File: src/rtl/pcie_phy_pkg.sv
// rtl/pcie_phy_pkg.sv - shared PHY TX symbols, striper FSM states and link-width clamp helper
package pcie_phy_pkg;

    localparam logic [7:0] K_COM      = 8'hBC;
    localparam logic [7:0] K_SKP      = 8'h1C;
    localparam logic [7:0] D_IDLE     = 8'h00;
    localparam int         SKP_OS_LEN = 4;

    typedef enum logic [1:0] {
        S_DOWN,
        S_RUN,
        S_SKP
    } tx_stripe_state_e;

    // Returns log2 of the active lane count; oversized selections saturate at the widest link.
    function automatic int clamp_width(input int sel, input int max_log);
        return (sel > max_log) ? max_log : sel;
    endfunction

endpackage

File: src/rtl/pcie_sync_fifo.sv
// rtl/pcie_sync_fifo.sv - single-clock FIFO with flush, registered occupancy and show-ahead head word
module pcie_sync_fifo #(
    parameter int WIDTH = 32,
    parameter int DEPTH = 4
) (
    input  logic                     clk,
    input  logic                     rst,
    input  logic                     flush,
    input  logic                     push,
    input  logic [WIDTH-1:0]         push_data,
    input  logic                     pop,
    output logic [WIDTH-1:0]         head_data,
    output logic                     full,
    output logic                     empty,
    output logic [$clog2(DEPTH):0]   level
);

    localparam int AW = $clog2(DEPTH);
    localparam int LW = AW + 1;

    logic [WIDTH-1:0] mem [DEPTH];
    logic [AW-1:0]    wr_ptr;
    logic [AW-1:0]    rd_ptr;
    logic             push_ok;
    logic             pop_ok;

    assign full      = (level == LW'(DEPTH));
    assign empty     = (level == '0);
    assign push_ok   = push && !full && !flush;
    assign pop_ok    = pop && !empty && !flush;
    assign head_data = mem[rd_ptr];

    always_ff @(posedge clk) begin
        if (push_ok) begin
            mem[wr_ptr] <= push_data;
        end
    end

    // Pointers wrap naturally because DEPTH is a power of two.
    always_ff @(posedge clk or posedge rst) begin
        if (rst) begin
            wr_ptr <= '0;
            rd_ptr <= '0;
            level  <= '0;
        end else if (flush) begin
            wr_ptr <= '0;
            rd_ptr <= '0;
            level  <= '0;
        end else begin
            if (push_ok) begin
                wr_ptr <= wr_ptr + AW'(1);
            end
            if (pop_ok) begin
                rd_ptr <= rd_ptr + AW'(1);
            end
            case ({push_ok, pop_ok})
                2'b10:   level <= level + LW'(1);
                2'b01:   level <= level - LW'(1);
                default: level <= level;
            endcase
        end
    end

endmodule

File: src/rtl/pcie_tx_lane_striper.sv
// rtl/pcie_tx_lane_striper.sv - buffers MAC frames and stripes them byte-wise over x1..xN lanes with idle fill
// SKP ordered-set insertion is built only when PCIE_TX_SKP_INSERT_EN is defined.
module pcie_tx_lane_striper #(
    parameter int NUM_LANES       = 4,
    parameter int MAC_FRAME_WIDTH = 32,
    parameter int FIFO_DEPTH      = 4,
    parameter int SKP_INTERVAL    = 1180
) (
    input  logic                          clk_i,
    input  logic                          rst_i,
    input  logic                          link_up_i,
    input  logic [$clog2(NUM_LANES):0]    link_width_sel_i,
    input  logic [MAC_FRAME_WIDTH-1:0]    mac_data_frame_i,
    input  logic                          mac_data_frame_valid_i,
    output logic                          mac_data_frame_ready_o,
    input  logic                          lane_ready_i,
    output logic [8*NUM_LANES-1:0]        lane_symbol_o,
    output logic [NUM_LANES-1:0]          lane_is_k_o,
    output logic [NUM_LANES-1:0]          lane_symbol_valid_o,
    output logic                          is_ordered_set_o,
    output logic [$clog2(FIFO_DEPTH):0]   fifo_level_o
);

    import pcie_phy_pkg::*;

    localparam int LOG_N = $clog2(NUM_LANES);
    localparam int SEL_W = LOG_N + 1;
    localparam int PTR_W = (LOG_N > 0) ? LOG_N : 1;

    if (MAC_FRAME_WIDTH != 8 * NUM_LANES || FIFO_DEPTH < 2 || SKP_INTERVAL < 8) begin : g_param_check
        $error("pcie_tx_lane_striper: illegal parameter combination");
    end

    tx_stripe_state_e           state;
    logic [SEL_W-1:0]           width_log;
    logic [SEL_W-1:0]           sel_clamped;
    logic [PTR_W-1:0]           ptr;
    logic [1:0]                 os_idx;
    logic [MAC_FRAME_WIDTH-1:0] head_data;
    logic [7:0]                 frame_bytes [NUM_LANES];
    logic [NUM_LANES-1:0]       active_mask;
    logic                       fifo_full;
    logic                       fifo_empty;
    logic                       fifo_push;
    logic                       fifo_pop;
    logic                       ptr_at_last;
    logic                       take_skp;
    logic [8*NUM_LANES-1:0]     nxt_symbol;
    logic [NUM_LANES-1:0]       nxt_is_k;
    logic [NUM_LANES-1:0]       nxt_valid;
    logic                       nxt_os;

    assign sel_clamped            = SEL_W'(clamp_width(int'(link_width_sel_i), LOG_N));
    assign mac_data_frame_ready_o = link_up_i && !fifo_full;
    assign fifo_push              = mac_data_frame_valid_i && mac_data_frame_ready_o;
    assign ptr_at_last            = (int'(ptr) == ((NUM_LANES >> width_log) - 1));
    assign fifo_pop               = link_up_i && lane_ready_i && (state == S_RUN)
                                    && !take_skp && ptr_at_last;

    pcie_sync_fifo #(
        .WIDTH (MAC_FRAME_WIDTH),
        .DEPTH (FIFO_DEPTH)
    ) u_fifo (
        .clk       (clk_i),
        .rst       (rst_i),
        .flush     (!link_up_i),
        .push      (fifo_push),
        .push_data (mac_data_frame_i),
        .pop       (fifo_pop),
        .head_data (head_data),
        .full      (fifo_full),
        .empty     (fifo_empty),
        .level     (fifo_level_o)
    );

`ifdef PCIE_TX_SKP_INSERT_EN
    localparam int CNT_W = $clog2(SKP_INTERVAL);

    logic [CNT_W-1:0] skp_cnt;
    logic             skp_pend;
    logic             skp_hit;

    assign skp_hit  = (skp_cnt == CNT_W'(SKP_INTERVAL - 1));
    assign take_skp = skp_pend && (ptr == '0);

    // A newly expiring interval re-arms the request even in the cycle an older one is taken.
    always_ff @(posedge clk_i or posedge rst_i) begin
        if (rst_i) begin
            skp_cnt  <= '0;
            skp_pend <= 1'b0;
        end else if (!link_up_i) begin
            skp_cnt  <= '0;
            skp_pend <= 1'b0;
        end else if (lane_ready_i && state != S_DOWN) begin
            skp_cnt  <= skp_hit ? '0 : skp_cnt + CNT_W'(1);
            skp_pend <= (skp_pend && !(state == S_RUN && take_skp)) || skp_hit;
        end
    end
`else
    assign take_skp = 1'b0;
`endif

    always_comb begin
        for (int k = 0; k < NUM_LANES; k++) begin
            frame_bytes[k] = head_data[8*k +: 8];
            active_mask[k] = ((k >> width_log) == 0);
        end
    end

    always_comb begin
        nxt_symbol = '0;
        nxt_is_k   = '0;
        nxt_valid  = '0;
        nxt_os     = 1'b0;
        if (state != S_DOWN) begin
            nxt_valid = active_mask;
        end
        if ((state == S_RUN && take_skp) || state == S_SKP) begin
            nxt_os   = 1'b1;
            nxt_is_k = active_mask;
        end
        for (int k = 0; k < NUM_LANES; k++) begin
            if (active_mask[k]) begin
                if (state == S_SKP) begin
                    nxt_symbol[8*k +: 8] = K_SKP;
                end else if (state == S_RUN && take_skp) begin
                    nxt_symbol[8*k +: 8] = K_COM;
                end else if (state == S_RUN && !fifo_empty) begin
                    nxt_symbol[8*k +: 8] = frame_bytes[PTR_W'((int'(ptr) << width_log) + k)];
                end else begin
                    nxt_symbol[8*k +: 8] = D_IDLE;
                end
            end
        end
    end

    // Link loss is honoured on any cycle; everything else waits for a symbol time.
    always_ff @(posedge clk_i or posedge rst_i) begin
        if (rst_i) begin
            state               <= S_DOWN;
            width_log           <= '0;
            ptr                 <= '0;
            os_idx              <= '0;
            lane_symbol_o       <= '0;
            lane_is_k_o         <= '0;
            lane_symbol_valid_o <= '0;
            is_ordered_set_o    <= 1'b0;
        end else if (!link_up_i) begin
            if (state == S_DOWN) begin
                width_log <= sel_clamped;
            end
            state               <= S_DOWN;
            ptr                 <= '0;
            os_idx              <= '0;
            lane_symbol_o       <= '0;
            lane_is_k_o         <= '0;
            lane_symbol_valid_o <= '0;
            is_ordered_set_o    <= 1'b0;
        end else begin
            if (state == S_DOWN) begin
                width_log <= sel_clamped;
            end
            if (lane_ready_i) begin
                lane_symbol_o       <= nxt_symbol;
                lane_is_k_o         <= nxt_is_k;
                lane_symbol_valid_o <= nxt_valid;
                is_ordered_set_o    <= nxt_os;
                case (state)
                    S_DOWN: state <= S_RUN;
                    S_RUN: begin
                        if (take_skp) begin
                            state  <= S_SKP;
                            os_idx <= 2'd1;
                        end else if (!fifo_empty) begin
                            ptr <= ptr_at_last ? '0 : ptr + PTR_W'(1);
                        end
                    end
                    S_SKP: begin
                        if (os_idx == 2'(SKP_OS_LEN - 1)) begin
                            state  <= S_RUN;
                            os_idx <= '0;
                        end else begin
                            os_idx <= os_idx + 2'd1;
                        end
                    end
                    default: state <= S_DOWN;
                endcase
            end
        end
    end

endmodule

File: config.mk
export PLATFORM = sky130hd
export DESIGN_NAME = pcie_tx_lane_striper
export DESIGN_NICKNAME = d
export VERILOG_FILES = /design/src/rtl/pcie_phy_pkg.sv /design/src/rtl/pcie_sync_fifo.sv /design/src/rtl/pcie_tx_lane_striper.sv
export SDC_FILE = /design/constraint.sdc
export NUM_CORES = 1
export LEC_CHECK = 0
export CAP_MARGIN = 30
export CORE_MARGIN = 5
export CORE_UTILIZATION = 30
export CTS_CLUSTER_SIZE = 12
export DETAILED_ROUTE_END_ITERATION = 8
export PLACE_DENSITY = 0.46
export SYNTH_ARGS = -nofsm -noshare
export SYNTH_HDL_FRONTEND = slang
export SYNTH_HIERARCHICAL = 1
export SYNTH_SLANG_ARGS = --single-unit
File: constraint.sdc
create_clock -name clk_i -period 4.1 [get_ports clk_i]
set_clock_uncertainty 0.05 [all_clocks]
set_input_delay 0.82 -clock clk_i [delete_from_list [all_inputs] [get_ports clk_i]]
set_output_delay 0.82 -clock clk_i [all_outputs]
set_load 0.01 [all_outputs]
# After elaboration in Yosys (flattened, before gate mapping)
# Memory sizes are Yosys's and may differ from the RTL's.
# Cells that the tools add are included.
[classes] n_reduce_logical=22 eq_ne=16 order_cmp=5 shifts=6 n_bitwise=4 add_sub_neg=10 muxes=57
[op_table] cell="$mux 8" count=20
[op_table] cell="$logic_not 32->1" count=4
[op_table] cell="$bmux 8 s2" count=4
[op_table] cell="$mux 32" count=2
[op_table] cell="$shr 1x3->32 const A" count=2
[op_table] cell="$shr 2x3->32 const A" count=2
[op_table] cell="$eq 3x32->1" count=1
[op_table] cell="$mux 2" count=16
[op_table] cell="$shr 3x3->32 const A" count=1
[op_table] cell="$sub 32x2->32 const B" count=1
[op_table] cell="$mux 4" count=6
[op_table] cell="$ge 2x3->1 const B" count=4
[op_table] cell="$add 2x1->2 const B" count=5
[op_table] cell="$logic_and 1x1->1" count=10
[op_table] cell="$ne 2x1->1 const B" count=5
[op_table] cell="$not 2->2" count=4
[op_table] cell="$eq 2x2->1 const B" count=3
[op_table] cell="$mux 3" count=2
[op_table] cell="$pmux 2 s3" count=1
[op_table] cell="$pmux 3 s2" count=1
[op_table] cell="$reduce_and 3->1" count=2
[op_table] cell="$mux 1" count=5
[op_table] cell="$add 2x2->2 const B" count=2
[op_table] cell="$eq 2x1->1 const B" count=2
[op_table] cell="other kinds (13)" count=15
[totals] out_inout_bits=45 regBits=57 input_bits=40 mem_count=1 mem_bits_rw=128 wordCells=132
[mem_list] memory="u_fifo.mem" depth=4 width=32 read_ports=1 rd_clocked_by_memory_dff=0 write_ports=1 line_no="pcie_sync_fifo.sv:21" text="logic [WIDTH-1:0] mem [DEPTH];"

# Depth between registers and ports, before layout
# Gate-level depths: netlist (run 1).
[logic_depth] ltp_word=11 depth_mapped=15 ltp_nobuf=13

# By module
# The synthesis (run 1) kept the hierarchy.
[modules_own_cells] module="pcie_sync_fifo" cells_each=235 instances=1 area_each_um2=5215.0 seq_area_each_um2=4018.9
[modules_own_cells] module="pcie_tx_lane_striper" cells_each=214 instances=1 area_each_um2=2067.0 seq_area_each_um2=1026.0

# Worst setup path before layout (run 1)
# No wires, ideal clock.
[synth_timing] kind="input-to-reg" start="input port link_up_i" end="memory u_fifo.mem[0][0], enable pin" arrival_ns=2.686 n_path_buf=1 setup_ns=0.392 path_stages=7 path_slack_ns=0.972 required_ns=3.658 path_cell_list="clkinv_1 nor2_1 and2_1 buf_4 inv_2 nor3_1 and2_1"
[synth_between] elab_chain_len=6
[synth_rtl] item="start, declared" line_no="pcie_tx_lane_striper.sv:11" text="input logic link_up_i,"
[synth_rtl] item="$logic_and 1x1->1" line_no="pcie_tx_lane_striper.sv:54" text="assign mac_data_frame_ready_o = link_up_i && !fifo_full;"
[synth_rtl] item="net mac_data_frame_ready_o" line_no="pcie_tx_lane_striper.sv:15" text="output logic mac_data_frame_ready_o,"
[synth_rtl] item="$logic_and 1x1->1" line_no="pcie_tx_lane_striper.sv:55" text="assign fifo_push = mac_data_frame_valid_i && mac_data_frame_ready_o;"
[synth_rtl] item="net fifo_push" line_no="pcie_tx_lane_striper.sv:44" text="logic fifo_push;"
[synth_rtl] item="$logic_and 1x1->1 (2 in a row)" line_no="pcie_sync_fifo.sv:29" text="assign push_ok = push && !full && !flush;"
[synth_rtl] item="$mux 1" line_no="pcie_sync_fifo.sv:34" text="if (push_ok) begin"
[synth_rtl] item="$mux 1 (not written as such)" line_no="pcie_sync_fifo.sv:35" text="mem[wr_ptr] <= push_data;"
[synth_rtl] item="end, declared" line_no="pcie_sync_fifo.sv:21"
# The timed path passes the listed nets, and every way through them passes these cells.

# Worst setup path in the final report (run 1)
[layout_timing] start="register width_log[0]" end="register u_fifo.level[1]"
[layout_between] elab_chain_len=9 word_cells_on_any_way=11 cone_classes="add/sub: 1; eq/ne: 4; shift: 1; mux: 2; reduce/logical: 3"
[layout_rtl] item="start, declared" line_no="pcie_tx_lane_striper.sv:35" text="logic [SEL_W-1:0] width_log;"
[layout_rtl] item="start signal, assigned" line_no="pcie_tx_lane_striper.sv:150" text="width_log <= sel_clamped;"
[layout_rtl] item="start signal, assigned" line_no="pcie_tx_lane_striper.sv:161" text="width_log <= sel_clamped;"
[layout_rtl] item="$shr 3x3->32 (*)" line_no="pcie_tx_lane_striper.sv:56" text="assign ptr_at_last = (int'(ptr) == ((NUM_LANES >> width_log) - 1));"
[layout_rtl] item="$sub 32x2->32 (*)" line_no="pcie_tx_lane_striper.sv:56"
[layout_rtl] item="$eq 3x32->1 (*)" line_no="pcie_tx_lane_striper.sv:56"
[layout_rtl] item="$logic_and 1x1->1 (*)" line_no="pcie_tx_lane_striper.sv:58" text="&& !take_skp && ptr_at_last;"
[layout_rtl] item="net fifo_pop" line_no="pcie_tx_lane_striper.sv:45" text="logic fifo_pop;"
[layout_rtl] item="$logic_and 1x1->1 (*) (2 in a row)" line_no="pcie_sync_fifo.sv:30" text="assign pop_ok = pop && !empty && !flush;"
[layout_rtl] item="$eq 2x1->1 or $eq 2x2->1 (tied branches)" line_no="pcie_sync_fifo.sv:56" text="case ({push_ok, pop_ok})"
[layout_rtl] item="$pmux 3 s2" line_no="pcie_sync_fifo.sv:56"
[layout_rtl] item="$mux 3" line_no="pcie_sync_fifo.sv:45" text="end else if (flush) begin"
[layout_rtl] item="end signal, assigned" line_no="pcie_sync_fifo.sv:57" text="2'b10: level <= level + LW'(1);"
[layout_rtl] item="end signal, assigned" line_no="pcie_sync_fifo.sv:58" text="2'b01: level <= level - LW'(1);"
[layout_rtl] item="end signal, assigned" line_no="pcie_sync_fifo.sv:59" text="default: level <= level;"
[layout_rtl] item="end, declared" line_no="pcie_sync_fifo.sv:15" text="output logic [$clog2(DEPTH):0] level"
# Mark *: on every way through the listed nets, which the timed path passes. The rest lies on a longest branch.
# A chain may end at the register's enable or synchronous reset.

==> results of run 1 <==
-- power groups by stage --
stage	combinational, mW	clock, mW	sequential (mW)
floorplan	0.0853	0	1.98
global placement	0.169	0	1.99
detailed placement	0.173	0	1.99
CTS	0.174	1.66	1.95
global route	0.189	1.74	1.95
finish	0.169	1.61	1.95
-- final timing paths --
path,startpoint,endpoint
min in group asynchronous,rst_i,u_fifo/wr_ptr[0]
max in group asynchronous,rst_i,lane_symbol_o[19]
hold / removal,lane_symbol_o[9],lane_symbol_o[9]
hold reg to reg,lane_symbol_o[9],lane_symbol_o[9]
setup reg to reg,width_log[0],u_fifo/level[1]
setup / recovery,width_log[0],u_fifo/level[1]
-- per-stage QoR --
step | power, mW | setup WS (ns) | util | hold slack (ns)
2_1_floorplan | 2.07 | 0.972 | - | 0.460
3_3_place_gp | 2.16 | 0.595 | 0.348 | 0.425
3_5_place_dp | 2.16 | 0.490 | 0.350 | 0.439
4_1_cts | 3.78 | 0.864 | 0.374 | 0.455
5_1_grt | 3.88 | 0.568 | 0.374 | 0.482
6_report | 3.73 | 0.880 | 0.374 | 0.447
-- area by class of cell --
type | count | area, µm²
fill | 2268 | 15100
sequential | 176 | 5050
multi-input combinational | 233 | 2000
timing repair buffer | 94 | 936
clock buffer | 22 | 444
tap | 324 | 405
clock inverter | 8 | 133
inverter | 12 | 45.0
-- cells in the final DEF (no fill, tap or decap), drive strengths merged, types with 8 or more instances in the layout --
cell / n
edfxtp: 128
nor2: 23
a22o: 16
nand2: 23
a21o: 9
clkbuf: 22
o2bb2ai: 8
inv: 12
mux2i: 9
a21oi: 11
mux4: 32
dfrtp: 48
clkdlybuf4s50: 79
nand3: 8
buf: 15
o21ai: 37
-- worst max-delay path: cells and delay by family, from the launching register on --
family	cells	cell delay, ns
buffers and inverters	2	0.32
adder cells (fa/ha/maj)	2	0.79
flip-flops	1	0.54
AND/OR/NAND/NOR	4	0.94
AO/OA/AOI/OAI	3	0.29
XOR/XNOR	1	0.17
-- sequential cells by signal, indices dropped and copies added, names as in the netlist --
signal and count:
u_fifo/mem 128, lane_symbol_valid_o 3, u_fifo/level 3, state 1
u_fifo/wr_ptr 2, ptr 2, u_fifo/rd_ptr 2, width_log 3
lane_symbol_o 32
-- kinds of logic (layout without fill, tap and decap cells) --
group                      after synthesis  in the layout  share of synthesized area
and+or+nand+nor                         84             84                     0.0574
adders and majority gates                7              7                     0.0131
xor gates and xnor gates                 4              4                    0.00481
AOI/OAI and AO/OA                       92             92                     0.0857
buffers and inverters                   44            136                     0.0344
muxes                                   41             41                      0.111
other                                    1              5                   0.000515
DFF                                    176            176                      0.693
-- layer usage --
layer,global-route usage,vias to the layer above,share of wire
met5,0,-,0
met4,0.0438,0,0.018
met3,0.0343,19,0.043
met2,0.212,101,0.49
met1,0.176,2115,0.45
li1,-,1891,-
==> results.toml, run 1 <==
[status]
status = "finished clean"

[drt]
dr.pass1.iters = 5
routed_wl_um = 17600
drt_iter0_drc = 216
drc = 0
avgViaCountPerCell = 4.75
num_vias = 4126
postRouteAntennaNets = 0
wl_per_cell_um = 20.2

[yosys]
netlist_area_um2 = 7280
avgSynthCellArea_um2 = 16.2
async_flop_share = 0.273
ys_types = 49
synthMostInstantiatedCell = "edfxtp_1"
ys_ff_latch = 176
synth_warnings = 6
ys_seq_area_frac = 0.693
synth_flop_cell = "edfxtp_1"
yosysTopAreaCell = "edfxtp_1"
synth_edf_count = 128
syn_inst = 449
synth_top_cells_by_area = "edfxtp_1, dfrtp_1, mux4_2"
yosys-top-cells-count = "edfxtp_1, dfrtp_1, mux4_2, o21ai_0, nand2_1"
yosysTopAreaCellShare = 0.528

[floorplanning]
start_util = 0.302
ios = 85
num_rows = 57
fp.dieH_um = 166
core_um2 = 24100
die_x_um = 166
die-area_um2 = 27500

[global_route]
grt_usage = 0.132
first_global_vias = 4435
antenna_found_initial = 0
grt_max_degree = 33
grt_pass1_wl_um = 27400
overflow = 0

[critical_path]
startpoint_type = "flip-flop"
crit_arrival_ns = 3.47
r2r_slack_ns = 0.88
cp-end-kind = "flip-flop"
path_class = "flip-flop to flip-flop"
max_stage_delay_ns = 0.54
r2r_cells = 12
worst_ep_required_time_ns = 4.35
worstPathCellList = "nor3b_1 > inv_1 > ha_1 > xor2_1 > nand3_1 > nor3_1 > buf_4 > o31ai_2 > nor3_1 > fa_1 > o2111ai_1 > a211oi_1"
cp_max_fo = 15
cp_common_cell = "nor3_1"
cp_slowest_cell = "dfrtp_1"

[power_and_ir_drop]
vdd_drop_max_v = 0.000226
combPwrFrac = 0.045
seqPwrFrac = 0.523
p_leak_nw = 3.13
power.switching_uw = 763
clock_power_share = 0.432
power_density_nw_per_um2 = 414
netSwitchingFraction = 0.204
p_int_mw = 2.97

[place]
placed_area_um2 = 8430
dp_hpwl_um = 11800
port_buffers = 79
globalplace.congestion = 0.749
dp_cells = 838

[cts]
clockBufferDepth = 2
post_cts.repair.setup_buffers = 0
post_cts_resize_count = 0
cts_tree = "done"
cts_num_sinks = 176
path_clk_slew_ns = 0.07
h-tree-depth = 4
postCtsHoldBufs = 0
clkLatencyLatePin_ns = 0.43
cts_buffers = 17
root_buffer = "clkbuf_16"

[finish]
layout.cells.non_filler = 869
nNetsFinal = 581
antenna_cells = 0
syn2layout_area_growth_pct = 23.8
stdcell_area_um2 = 9010
drive_above_1_share = 0.149

[worst_hold_path]
hold_path_class = "flip-flop to flip-flop"
hold_depth = 2

[sta]
fin_tns_setup_ns = 0
period_share = 0.785
setup-violations-final = 0
drv_slew = 0
rsz0062_at_grt = "false"
max_slew_margin = 0.390
fmax_mhz = 311
finalHoldViolCount = 0
worstMarginPinSlew_ns = 0.915
period_needed_ns = 3.22

[run]
cap_violations = 0
No activity file was read; power rests on OpenSTA's default activity.
==> run 2, diff against run 1 <==
clock period = 3.25 ns   (was 4.1 ns; I/O delays follow)
==> run 2 against run 1 <==
Critical endpoint unchanged. Clock-buffer cell count down 3. Die area unchanged. Utilization up 0.10 points. Setup slack worse by 0.56 ns. Sequential share of layout area down 0.16 points. Via count up 0.32%. Highest routed layer unchanged. Global-route usage down 0.37 points. Flip-flop and latch count unchanged. Fmax up 9.7%. First-iteration DRC count up 53%.
==> results.toml, run 2 (synthesis gave the netlist of run 1 again) <==
[cts]
cts_buffers = 17
root_buffer = "clkbuf_16"
h-tree-depth = 4
path_clk_slew_ns = 0.07
post_cts.repair.setup_buffers = 0
cts_tree = "done"
cts_num_sinks = 176
clkLatencyLatePin_ns = 0.41
postCtsHoldBufs = 0
clockBufferDepth = 2
post_cts_resize_count = 0

[critical_path]
max_stage_delay_ns = 0.48
cp-end-kind = "flip-flop"
cp_slowest_cell = "fa_1"
path_buf_inv = 1
worstPathCellList = "nor3b_1 > inv_1 > ha_1 > xor2_1 > nand3_1 > nor3_2 > o31ai_2 > nor3_1 > fa_1 > o2111ai_1 > a211oi_1"
path_class = "flip-flop to flip-flop"
crit_arrival_ns = 3.18
cp_max_fo = 5
startpoint_type = "flip-flop"
critical_path.top_delay_family = "simple AND/OR/NAND/NOR gates"
worst_ep_required_time_ns = 3.49

[finish]
drive_above_1_share = 0.162
nNetsFinal = 583
stdcell_area_um2 = 9040
antenna_cells = 0
regMostFlops = "u_fifo/mem"
largestRegisters = "u_fifo/mem (128), lane_symbol_o (32)"
fillers = 2301
syn2layout_area_growth_pct = 24.1
final_cell_mix = "edfxtp_1, clkdlybuf4s50_1, dfrtp_1"
largest_reg_flops = 128
layout_commonest_cell = "edfxtp_1"

[floorplanning]
die-area_um2 = 27500
fp.dieH_um = 166
start_util = 0.302
core_um2 = 24100
die_x_um = 166
ios = 85
num_rows = 57

[drt]
dr.pass1.iters = 4
wl_per_cell_um = 20.1
postRouteAntennaNets = 0
drc = 0
routed_wl_um = 17500
drt_iter0_drc = 331
num_vias = 4139
avgViaCountPerCell = 4.74

[global_route]
grt_max_degree = 42
overflow = 0
grt_usage = 0.128
grt_pass1_wl_um = 27000
antenna_found_initial = 0
first_global_vias = 4392

[power_and_ir_drop]
power_density_nw_per_um2 = 511
p_leak_nw = 3.13
vdd_drop_max_v = 0.000324

[place]
placed_area_um2 = 8470
globalplace.congestion = 0.727
dp_hpwl_um = 11400
port_buffers = 79

[sta]
period_needed_ns = 2.93
worstMarginPinSlew_ns = 0.919
setup-violations-final = 0
finalHoldViolCount = 0
rsz0062_at_grt = "false"
max_slew_margin = 0.387
fmax_mhz = 341
period_share = 0.903
drv_slew = 0
holdWs_ns = 0.442
fin_tns_setup_ns = 0

[worst_hold_path]
hold_path_class = "flip-flop to flip-flop"

[status]
status = "finished clean"

[run]
cap_violations = 0
run 2: cell types whose count changed in the layout (fill, tap and decap cells not counted), sizes merged:
cell      before  now
buf           15   17
bufinv         3    1
clkbuf        22   19
clkinv         4    7
clkinvlp       1    5
run 2: area by class of cell:
cell class | count | area, µm² | area share
Tap cell | 324 | 405 | 0.0449
Sequential cell | 176 | 5050 | 0.558
Timing Repair Buffer | 96 | 968 | 0.107
Clock inverter | 13 | 111 | 0.0123
Multi-Input combinational cell | 233 | 2010 | 0.222
Clock buffer | 19 | 453 | 0.0501
Inverter | 12 | 45.0 | 0.00498
run 2: power by group:
part	leakage, nW	total (mW)	internal (mW)	switching, mW
sequential	1.82	2.46	2.44	0.0148
clock	0.263	1.94	1.09	0.846
combinational	1.05	0.223	0.0982	0.125
run 2: worst register-to-register path, cell delays in order (launching register included):
cell and delay, ns:
dfrtp_1 0.41, nor3b_1 0.29, inv_1 0.10, ha_1 0.31, xor2_1 0.18, nand3_1 0.15, nor3_2 0.27, o31ai_2 0.13
nor3_1 0.26, fa_1 0.48, o2111ai_1 0.09, a211oi_1 0.10
run 2: layer usage:
metal  vias to the layer above  track usage  wire [µm]
met2                        87        0.214       8710
li1                       1888            -          -
met4                         0       0.0323         82
met3                         2       0.0271        564
met1                      2162        0.172       8150
met5                         -            0          0
run 2: path summary, 6_finish.rpt:
kind / start / endpoint / slack (ns) / cells after the start
min reg2reg: lane_symbol_o[6] / lane_symbol_o[6] / 0.44 / 2
min: lane_symbol_o[6] / lane_symbol_o[6] / 0.44 / 2
max reg2reg: width_log[2] / u_fifo/level[1] / 0.32 / 11
max in group asynchronous: rst_i / lane_symbol_o[14] / 2.06 / 3
min in group asynchronous: rst_i / u_fifo/level[1] / 0.47 / 2
max: width_log[2] / u_fifo/level[1] / 0.32 / 11
run 2: stage by stage:
step | util | cells | setup WS [ns] | power (mW)
after floorplan | - | 453 | 0.237 | 2.61
after global placement | 0.351 | 841 | 0.270 | 2.73
after detailed placement | 0.351 | 841 | 0.177 | 2.73
after CTS | 0.375 | 873 | 0.172 | 4.68
after global routing | 0.375 | 873 | 0.100 | 4.81
final | 0.375 | 873 | 0.315 | 4.62
